$ cat src/rtl/unidade_controle_jogo_pkg.sv
// Shared state encoding for the experiment-4 game controller; the bench decodes db_estado against the same codes.
package unidade_controle_jogo_pkg;

  typedef enum logic [3:0] {
    INICIAL     = 4'h0,
    PREPARACAO  = 4'h1,
    ESPERA      = 4'h2,
    REGISTRA    = 4'h4,
    COMPARACAO  = 4'h5,
    PROXIMO     = 4'h6,
    FIM_ACERTOU = 4'hA,
    FIM_TIMEOUT = 4'hD,
    FIM_ERROU   = 4'hE
  } estado_t;

  function automatic logic is_fim(estado_t e);
    return (e == FIM_ACERTOU) || (e == FIM_ERROU) || (e == FIM_TIMEOUT);
  endfunction

endpackage

$ cat src/rtl/unidade_controle_jogo_contador_timeout.sv
// Free-running wait counter for ESPERA; fim flags the last allowed cycle.
module contador_timeout #(
  parameter int TIMEOUT_CICLOS = 5000,
  parameter int TW             = 13
) (
  input  logic          clock,
  input  logic          reset,
  input  logic          clear,
  input  logic          enable,
  output logic [TW-1:0] cnt,
  output logic          fim
);

  always_ff @(posedge clock) begin
    if (reset || clear)
      cnt <= '0;
    else if (enable)
      cnt <= cnt + 1'b1;
  end

  assign fim = (cnt == TW'(TIMEOUT_CICLOS - 1));

endmodule

$ cat src/rtl/unidade_controle_jogo.sv
// Moore controller that sequences the play/compare/advance loop of the ROM-matching game.
module unidade_controle_jogo
  import unidade_controle_jogo_pkg::*;
#(
  parameter int TIMEOUT_CICLOS = 5000,
  parameter int TW             = 13
) (
  input  logic       clock,
  input  logic       reset,
  input  logic       iniciar,
  input  logic       jogada_feita,
  input  logic       igual,
  input  logic       fimC,
  output logic       zeraC,
  output logic       contaC,
  output logic       zeraR,
  output logic       registraR,
  output logic       pronto,
  output logic       acertou,
  output logic       errou,
  output logic       timeout,
  output logic [3:0] db_estado
);

  estado_t       estado;
  estado_t       proximo_estado;
  logic [TW-1:0] cnt_espera;
  logic          fim_espera;
  logic          limpa_espera;

  // Counter restarts on every entry to ESPERA and reads 0 everywhere outside it.
  assign limpa_espera = (estado != ESPERA) || (proximo_estado != ESPERA);

  contador_timeout #(
    .TIMEOUT_CICLOS(TIMEOUT_CICLOS),
    .TW            (TW)
  ) u_contador_timeout (
    .clock (clock),
    .reset (reset),
    .clear (limpa_espera),
    .enable(estado == ESPERA),
    .cnt   (cnt_espera),
    .fim   (fim_espera)
  );

  always_comb begin
    proximo_estado = INICIAL;
    case (estado)
      INICIAL:     proximo_estado = iniciar ? PREPARACAO : INICIAL;
      PREPARACAO:  proximo_estado = ESPERA;
      ESPERA: begin
        if (jogada_feita)    proximo_estado = REGISTRA;
        else if (fim_espera) proximo_estado = FIM_TIMEOUT;
        else                 proximo_estado = ESPERA;
      end
      REGISTRA:    proximo_estado = COMPARACAO;
      COMPARACAO: begin
        if (!igual)    proximo_estado = FIM_ERROU;
        else if (fimC) proximo_estado = FIM_ACERTOU;
        else           proximo_estado = PROXIMO;
      end
      PROXIMO:     proximo_estado = ESPERA;
      FIM_ACERTOU,
      FIM_TIMEOUT,
      FIM_ERROU:   proximo_estado = iniciar ? PREPARACAO : estado;
      default:     proximo_estado = INICIAL;
    endcase
  end

  // Outputs are decoded from the next state so they land together with the state they belong to.
  always_ff @(posedge clock) begin
    if (reset) begin
      estado    <= INICIAL;
      zeraC     <= 1'b0;
      contaC    <= 1'b0;
      zeraR     <= 1'b0;
      registraR <= 1'b0;
      pronto    <= 1'b0;
      acertou   <= 1'b0;
      errou     <= 1'b0;
      timeout   <= 1'b0;
    end else begin
      estado    <= proximo_estado;
      zeraC     <= (proximo_estado == PREPARACAO);
      zeraR     <= (proximo_estado == PREPARACAO);
      contaC    <= (proximo_estado == PROXIMO);
      registraR <= (proximo_estado == REGISTRA);
      pronto    <= is_fim(proximo_estado);
      acertou   <= (proximo_estado == FIM_ACERTOU);
      errou     <= (proximo_estado == FIM_ERROU);
      timeout   <= (proximo_estado == FIM_TIMEOUT);
    end
  end

  assign db_estado = estado;

endmodule

$ cat config.mk
export PLATFORM = sky130hd
export DESIGN_NAME = unidade_controle_jogo
export DESIGN_NICKNAME = d
export VERILOG_FILES = /design/src/rtl/unidade_controle_jogo_pkg.sv /design/src/rtl/unidade_controle_jogo_contador_timeout.sv /design/src/rtl/unidade_controle_jogo.sv
export SDC_FILE = /design/constraint.sdc
export NUM_CORES = 1
export LEC_CHECK = 0
export CORE_ASPECT_RATIO = 2
export CORE_MARGIN = 2
export CORE_UTILIZATION = 28
export CTS_BUF_LIST = sky130_fd_sc_hd__clkbuf_4
export CTS_CLUSTER_DIAMETER = 120
export DETAILED_ROUTE_END_ITERATION = 7
export GPL_ROUTABILITY_DRIVEN = 0
export PLACE_DENSITY_LB_ADDON = 0.3
export SLEW_MARGIN = 20
export SYNTH_ARGS = -nofsm -noshare
export SYNTH_HDL_FRONTEND = slang
export SYNTH_SLANG_ARGS = --single-unit
$ cat constraint.sdc
create_clock -name clock -period 4.41 [get_ports clock]
set_input_delay 0.6615 -clock clock [delete_from_list [all_inputs] [get_ports clock]]
set_output_delay 0.6615 -clock clock [all_outputs]
set_load 0.02 [all_outputs]
---- Word-level counts from Yosys, hierarchy flattened ----
Index checks and enable logic that the tools add are counted.
word-level totals
  bits in registers ....................... 24
  input port bits ......................... 6
  output and inout bits ................... 12
  logic and storage cells ................. 41
cells by class
  $add $sub $neg .......................... 1
  equality and inequality tests ........... 17
  mux-type cells .......................... 7
  reduce and logical (&&, ||, !) cells .... 7
operators with widths
  cell                     count
  $eq A4 B4 Y1 const B     6
  $pmux W4 S6              1
  $eq A4 B3 Y1 const B     5
  $mux W4                  5
  $add A13 B1 Y13 const B  1
  $eq A13 B13 Y1 const B   1
  $eq A4 B1 Y1 const B     2
  $ne A4 B2 Y1 const B     2
  $eq A4 B2 Y1 const B     1
  $logic_not A4 Y1         1
  $logic_or A1 B1 Y1       4
  $reduce_or A3 Y1         1
  $reduce_or A2 Y1         1
  $mux W1                  1

---- Longest topological paths before layout ----
Gate-level depths: netlist of run 1.
  depth in word-level cells ............... 7
  mapped depth ............................ 7
  mapped depth without buffers ............ 5

---- Hierarchy ----
From an unflattened synthesis of run 1, not the netlist that was laid out.
unflattened totals
  cells, all modules ...................... 132
  area, all modules ....................... 1,263.7 um^2
by module, submodules not included
  module                 times used  cells an instance  area each (um^2)  seq. area each (um^2)
  contador_timeout       1           72                 648.1             260.2
  unidade_controle_jogo  1           60                 615.6             220.2

---- Least setup slack after synthesis of run 1 ----
No wires, ideal clock.
  path kind ............................... flip-flop to flip-flop
  from .................................... register estado[0], in the netlist db_estado[0]
  to ...................................... register u_contador_timeout.cnt[12]
  arrival ................................. 1.832 ns
  path slack .............................. 2.508 ns
  stages on the path, launching flop included .. 6
  buffers on the path ..................... 2
  cells stage by stage .................... dfxtp_1 -> buf_6 -> or4b_4 -> buf_6 -> or4_1 -> a21oi_1
on the way
  cells in the longest elaborated chain, start to end .. 6
  elaborated cells on any way between the ends .. 17
  those cells by class .................... eq/ne: 10; mux: 2; reduce/logical: 5
RTL lines
  element                                               line                                          source
  start, declared                                       unidade_controle_jogo.sv:25                   estado_t estado;
  start signal, assigned                                unidade_controle_jogo.sv:83                   estado <= proximo_estado;
  $eq A4 B4 Y1, or another cell as far along            unidade_controle_jogo.sv:48                   case (estado)
  $reduce_or A3 Y1 or $reduce_or A2 Y1 (tied branches)  -
  $pmux W4 S6                                           unidade_controle_jogo.sv:48
  $ne A4 B2 Y1                                          unidade_controle_jogo.sv:32                   assign limpa_espera = (estado != ESPERA) || (proximo_estado != ESPERA);
  $logic_or A1 B1 Y1                                    unidade_controle_jogo.sv:32
  $logic_or A1 B1 Y1                                    unidade_controle_jogo_contador_timeout.sv:15  if (reset || clear)
  end signal, assigned                                  unidade_controle_jogo_contador_timeout.sv:18  cnt <= cnt + 1'b1;
  end, declared                                         unidade_controle_jogo_contador_timeout.sv:10  output logic [TW-1:0] cnt,
Parallel ways exist; a longest one is shown, timed or not.
A chain may end at the register's enable or synchronous reset.

---- Final worst setup path of run 1 ----
  from .................................... register estado[0], in the netlist db_estado[0]
  to ...................................... output port db_estado[0]
RTL lines
  element        line                         source
  end, declared  unidade_controle_jogo.sv:22  output logic [3:0] db_estado
No word-level cell between the ends.

==> results of run 1 <==
## final cells by class
| type | count | area [µm²] | share of cell area [%] |
|---|---|---|---|
| multi-input combinational | 89 | 580.6 | 42.73 |
| sequential | 24 | 480.5 | 35.36 |
| timing repair buffer | 18 | 177.7 | 13.08 |
| tap | 51 | 63.81 | 4.696 |
| clock inverter | 1 | 30.03 | 2.210 |
| clock buffer | 3 | 22.52 | 1.657 |
| inverter | 1 | 3.754 | 0.2762 |
## sequential cells by signal, indices dropped and copies added, names as in the netlist
| name | count |
|---|---|
| u_contador_timeout.cnt | 13 |
| zeraR | 1 |
| acertou | 1 |
| db_estado | 4 |
| errou | 1 |
| registraR | 1 |
| contaC | 1 |
| timeout | 1 |
| pronto | 1 |
## logic make-up after synthesis
kind of cell | Yosys count | share of synthesized area [%]
XOR/XNOR | 12 | 9.470
AND/OR/NAND/NOR | 60 | 30.44
adder cells (fa/ha/maj) | 1 | 1.127
AO/OA/AOI/OAI | 16 | 11.27
buffers and inverters | 7 | 4.395
flip-flops | 24 | 43.29
## power breakdown
part	internal, mW	leakage (nW)	total (mW)	switching, mW
sequential	0.220	0.194	0.225	0.00522
combinational	0.0200	0.212	0.0412	0.0211
clock	0.0918	0.0279	0.157	0.0648
total	0.332	0.434	0.423	0.0911
## metrics by stage
step | instances | cell area, µm² | setup WS [ps] | util, %
CTS | 187 | 1359 | 2184 | 35.35
global placement | 183 | 1306 | 2140 | 33.98
floorplan | 120 | 1110 | 2508 | -
finish | 187 | 1359 | 2202 | 35.35
global route | 187 | 1359 | 2098 | 35.35
detailed placement | 183 | 1306 | 2122 | 33.98
## cells in the mapped netlist, types with 2 or more instances
cell / instances / area share [%]
and2_2: 2 / 1.4
buf_6: 2 / 2.0
nand2_1: 5 / 1.7
nor4_1: 4 / 2.3
nor2_1: 20 / 6.8
o311a_2: 2 / 2.0
nor4b_1: 3 / 2.4
a41oi_1: 2 / 1.6
xor2_1: 4 / 3.2
xnor2_1: 8 / 6.3
nand3_1: 5 / 2.3
dfxtp_1: 24 / 43
buf_4: 2 / 1.4
nor2b_1: 2 / 1.1
a21oi_1: 3 / 1.4
o31ai_1: 2 / 1.4
nand4_1: 6 / 3.4
nor3_1: 3 / 1.4
## routing by layer
metal	track usage (%)	routed length [µm]
met4	4.524	39
met2	23.50	1352
met5	0	0
met3	2.236	71
met1	11.26	898
## final timing paths
path	start	end	slack [ps]	cells after the start
max	db_estado[0]$_SDFF_PP0_	db_estado[0]	2200	1
min	u_contador_timeout.cnt[0]$_SDFFE_PP0P_	u_contador_timeout.cnt[0]$_SDFFE_PP0P_	470	1
max reg2reg	u_contador_timeout.cnt[5]$_SDFFE_PP0P_	registraR$_SDFF_PP0_	2420	4
min reg2reg	u_contador_timeout.cnt[0]$_SDFFE_PP0P_	u_contador_timeout.cnt[0]$_SDFFE_PP0P_	470	1
==> results.py, run 1 <==
metrics = {
    "detailed_routing": {
        "drt_iter0_markers": 22,
        "drt_pass1_iterations": 4,
        "wl_um": 2361,
        "vias_per_cell": 4.930,
        "ant_nets": 0,
        "wire_per_inst_um": 12.63,
        "drc": 0,
        "vias": 922,
    },
    "timing": {
        "max_slew.worst_pin.slew_ps": 634.4,
        "drv_slew": 0,
        "slew_headroom_pct": 57.45,
        "fmaxAchievable_ghz": 0.4528,
        "skew_ps": 3.232,
        "finalSetupViolCount": 0,
        "tns_ps": 0,
        "post-route-period-util_pct": 50.08,
        "holdWs_ps": 468.1,
        "period_minus_slack_ps": 2208,
        "rsz0062_at_grt": "no",
        "finalHoldViolations": 0,
    },
    "setup_path": {
        "cpLargestDelayFamily": "buffers and inverters",
        "crit_chain": "clkdlybuf4s50_1",
        "worstPathRequired_ps": 3750,
        "critPathSlowestCell": "clkdlybuf4s50_1",
        "worst_setup_path_end_kind": "output port",
        "crit_path_max_fanout": 11,
        "startpoint_type": "flip-flop",
        "arrival_ps": 1550,
        "criticalPathCategory": "reg -> out",
        "slowest_delay_ps": 680,
        "path_buf_inv": 1,
    },
    "cts": {
        "clk_path_buf_depth": 2,
        "cts_tree": "done",
        "cts_made_buffers": 3,
        "postCtsSetupBuffers": 0,
        "cts-root-buf": "clkbuf_4",
        "insertion_delay_ps": 310,
        "ctsResizeCount": 0,
        "cts_hold_repair.buffers": 0,
        "cts_max_level": 1,
        "cts.sink_count": 24,
        "path_clk_slew_ps": 130,
    },
    "synth": {
        "syn_avg_cell_area_um2": 9.248,
        "synth_ff_type": "dfxtp_1",
        "synthDistinctLibCells": 39,
        "syn_area_um2": 1110,
        "seq_area_frac_synth_pct": 43.29,
        "async_flop_share_pct": 0,
        "syn-num-nets": 127,
        "ys_ff_latch": 24,
        "syn_inst": 120,
        "yosysWarningCount": 0,
        "synth_edf_count": 0,
    },
    "floorplanning": {
        "chipHeight_um": 93.04,
        "pin_count": 18,
        "die-area_um2": 4514,
        "initial_core_util_pct": 28.87,
        "design.core.area_um2": 3844,
        "dieWidth_um": 48.52,
        "rows": 32,
    },
    "cells_and_area": {
        "layout_commonest_cell": "dfxtp_1",
        "areaGrowthSynthToFinish_pct": 22.43,
        "final_cell_mix": "24 x dfxtp_1, 20 x nor2_1, 17 x clkdlybuf4s50_1, 8 x xnor2_1, 6 x nand4_1",
        "drive_gt1_share_pct": 10.29,
        "antenna_cells": 0,
        "final_net_count": 144,
        "nFillCells": 430,
    },
    "grt": {
        "grt_pass1_vias": 905,
        "grt_overflow": 0,
        "grt_max_degree": 15,
        "antenna_found_initial": 0,
        "grt_use_total_pct": 11.67,
        "grt_pass1_wl_um": 4105,
    },
    "power": {
        "total_power_mw": 0.4231,
        "ir_drop_v": 0.0001617,
        "leakage_nw": 0.4341,
        "p_per_area_nw_per_um2": 311.4,
    },
    "placement": {
        "numPortBuffers": 17,
        "hpwl_um": 1844,
    },
    "run": {
        "drv_cap": 0,
    },
    "run_status": {
        "status": "finished clean",
    },
    "hold_path": {
        "hp-class": "reg -> reg",
    },
}
(Power assumes the default switching activity.)
==> run 2, diff against run 1 <==
==> constraint.sdc (replaced) <==
create_clock -name clock -period 2.2 [get_ports clock]
set_input_delay 0.33 -clock clock [delete_from_list [all_inputs] [get_ports clock]]
set_output_delay 0.33 -clock clock [all_outputs]
set_load 0.02 [all_outputs]
==> run 2 against run 1 <==
Sequential power increased by 100%; sequential cell count unchanged; hold slack got worse by 4.2 ps; final area decreased by 1.1%; global-route usage decreased by 0.32 points; clock power increased by 15%; non-clock buffer count increased by 2; register-to-register slack got worse by 2200 ps; clock skew increased by 3.1 ps; utilization decreased by 0.39 points; via count increased by 3.0%; count of clock-buffer cells in the layout unchanged; critical path type is now reg -> reg; critical endpoint is now acertou$_SDFF_PP0_; largest cell class unchanged.
==> results.py, run 2 (synthesis gave the netlist of run 1 again) <==
metrics = {
    "cts": {
        "postCtsSetupBuffers": 0,
        "cts_made_buffers": 3,
        "cts_hold_repair.buffers": 0,
        "cts_tree": "done",
        "clk_path_buf_depth": 2,
        "cts_max_level": 1,
        "insertion_delay_ps": 300,
        "cts-root-buf": "clkbuf_4",
        "path_clk_slew_ps": 120,
        "cts.sink_count": 24,
        "ctsResizeCount": 0,
    },
    "setup_path": {
        "startpoint_type": "flip-flop",
        "path_buf_inv": 0,
        "criticalPathCategory": "reg -> reg",
        "r2r_setup_slack_ps": 240,
        "crit_path_max_fanout": 13,
        "crit_chain": "or4b_4, o311a_2, nor4b_1",
        "worst_setup_path_end_kind": "flip-flop",
        "rr_worst_depth": 3,
        "rr_startpoint": "db_estado[0]$_SDFF_PP0_",
        "cpLargestDelayFamily": "simple AND/OR/NAND/NOR gates",
        "worstPathRequired_ps": 2400,
        "critPathLaunch": "db_estado[0]$_SDFF_PP0_",
        "worst-path-stages": 3,
        "slowest_delay_ps": 660,
        "critPathSlowestCell": "or4b_4",
        "arrival_ps": 2160,
    },
    "grt": {
        "grt_max_degree": 14,
        "grt_pass1_wl_um": 4057,
        "grt_pass1_vias": 937,
        "antenna_found_initial": 0,
        "grt_use_total_pct": 11.35,
        "grt_overflow": 0,
    },
    "floorplanning": {
        "die-area_um2": 4514,
        "chipHeight_um": 93.04,
        "initial_core_util_pct": 28.87,
        "design.core.area_um2": 3844,
        "rows": 32,
        "pin_count": 18,
        "dieWidth_um": 48.52,
    },
    "cells_and_area": {
        "finalNonFillerCells": 188,
        "layout_commonest_cell": "dfxtp_1",
        "areaGrowthSynthToFinish_pct": 21.08,
        "design_area_um2": 1344,
        "final_net_count": 146,
        "final_cell_mix": "24 x dfxtp_1, 20 x nor2_1, 17 x clkdlybuf4s50_1, 8 x xnor2_1, 6 x nand4_1",
        "antenna_cells": 0,
        "post-route-util_pct": 34.96,
        "top_register": "u_contador_timeout.cnt",
        "largest_reg_flops": 13,
        "drive_gt1_share_pct": 10.95,
    },
    "hold_path": {
        "hp-class": "reg -> reg",
        "min_from": "u_contador_timeout.cnt[0]$_SDFFE_PP0P_",
        "holdPathStages": 1,
    },
    "placement": {
        "placed_area_um2": 1321,
        "numPortBuffers": 17,
        "dp.cells": 185,
        "hpwl_um": 1782,
    },
    "detailed_routing": {
        "route.met3.wl_um": 106,
        "wire_per_inst_um": 12.37,
        "ant_nets": 0,
        "wl_um": 2326,
        "drc": 0,
        "drt_pass1_iterations": 4,
        "vias_per_cell": 5.053,
        "wl_met1_um": 914,
        "top_layer": "met4",
        "drt_iter0_markers": 30,
        "wl_met2_um": 1224,
        "vias": 950,
    },
    "power": {
        "p_per_area_nw_per_um2": 533.2,
        "leakage_nw": 0.4298,
        "ir_drop_v": 0.0002572,
    },
    "run": {
        "drv_cap": 0,
    },
    "timing": {
        "period_minus_slack_ps": 1963,
        "slew_headroom_pct": 72.41,
        "skew_ps": 6.299,
        "drv_slew": 0,
        "post-route-period-util_pct": 89.23,
        "tns_ps": 0,
        "finalSetupViolCount": 0,
        "rsz0062_at_grt": "no",
        "max_slew.worst_pin.slew_ps": 408.1,
        "finalHoldViolations": 0,
        "fmaxAchievable_ghz": 0.5094,
    },
    "run_status": {
        "status": "finished clean",
    },
}
[run 2: changes by cell type in the layout (fill, tap and decap cells not counted)]
cell and change:
buf_4 +2, bufinv_16 -1
[run 2: final timing paths]
kind	to
max	acertou$_SDFF_PP0_
min reg2reg	u_contador_timeout.cnt[0]$_SDFFE_PP0P_
min	u_contador_timeout.cnt[0]$_SDFFE_PP0P_
max reg2reg	acertou$_SDFF_PP0_
[run 2: final cells by class]
class,instances,area [µm²]
clock buffer,3,22.52
fill,421,2500
tap,51,63.81
timing repair buffer,20,192.7
inverter,1,3.754
multi-input combinational,89,580.6
sequential,24,480.5
[run 2: where the power goes]
part | switching (mW) | internal, mW | leakage [nW]
Combinational | 0.0432 | 0.0436 | 0.222
Sequential | 0.00884 | 0.441 | 0.194
Clock | 0.116 | 0.0639 | 0.0138
[run 2: worst reg2reg max path: cells and delay by family (launching register included)]
family / cells / cell delay (ps)
and+or+nand+nor: 2 / 980
AOI/OAI and AO/OA: 1 / 450
DFF: 1 / 430
[run 2: per-layer routing]
layer  track usage [%]  vias up
met5                 0        -
met4             7.619        0
met1             11.01      440
met3             1.917        8
met2             21.41       34
li1                  -      468
[run 2: stage by stage]
step                hold slack (ps)  worst slack (ps)  total power [mW]
detailed placement            446.5             275.0            0.5467
global route                  502.8             85.43            0.7608
global placement              427.7             375.1            0.5457
finish                        463.8             236.9            0.7165
CTS                           472.1             226.8            0.7336
floorplan                     417.6             298.1            0.5145
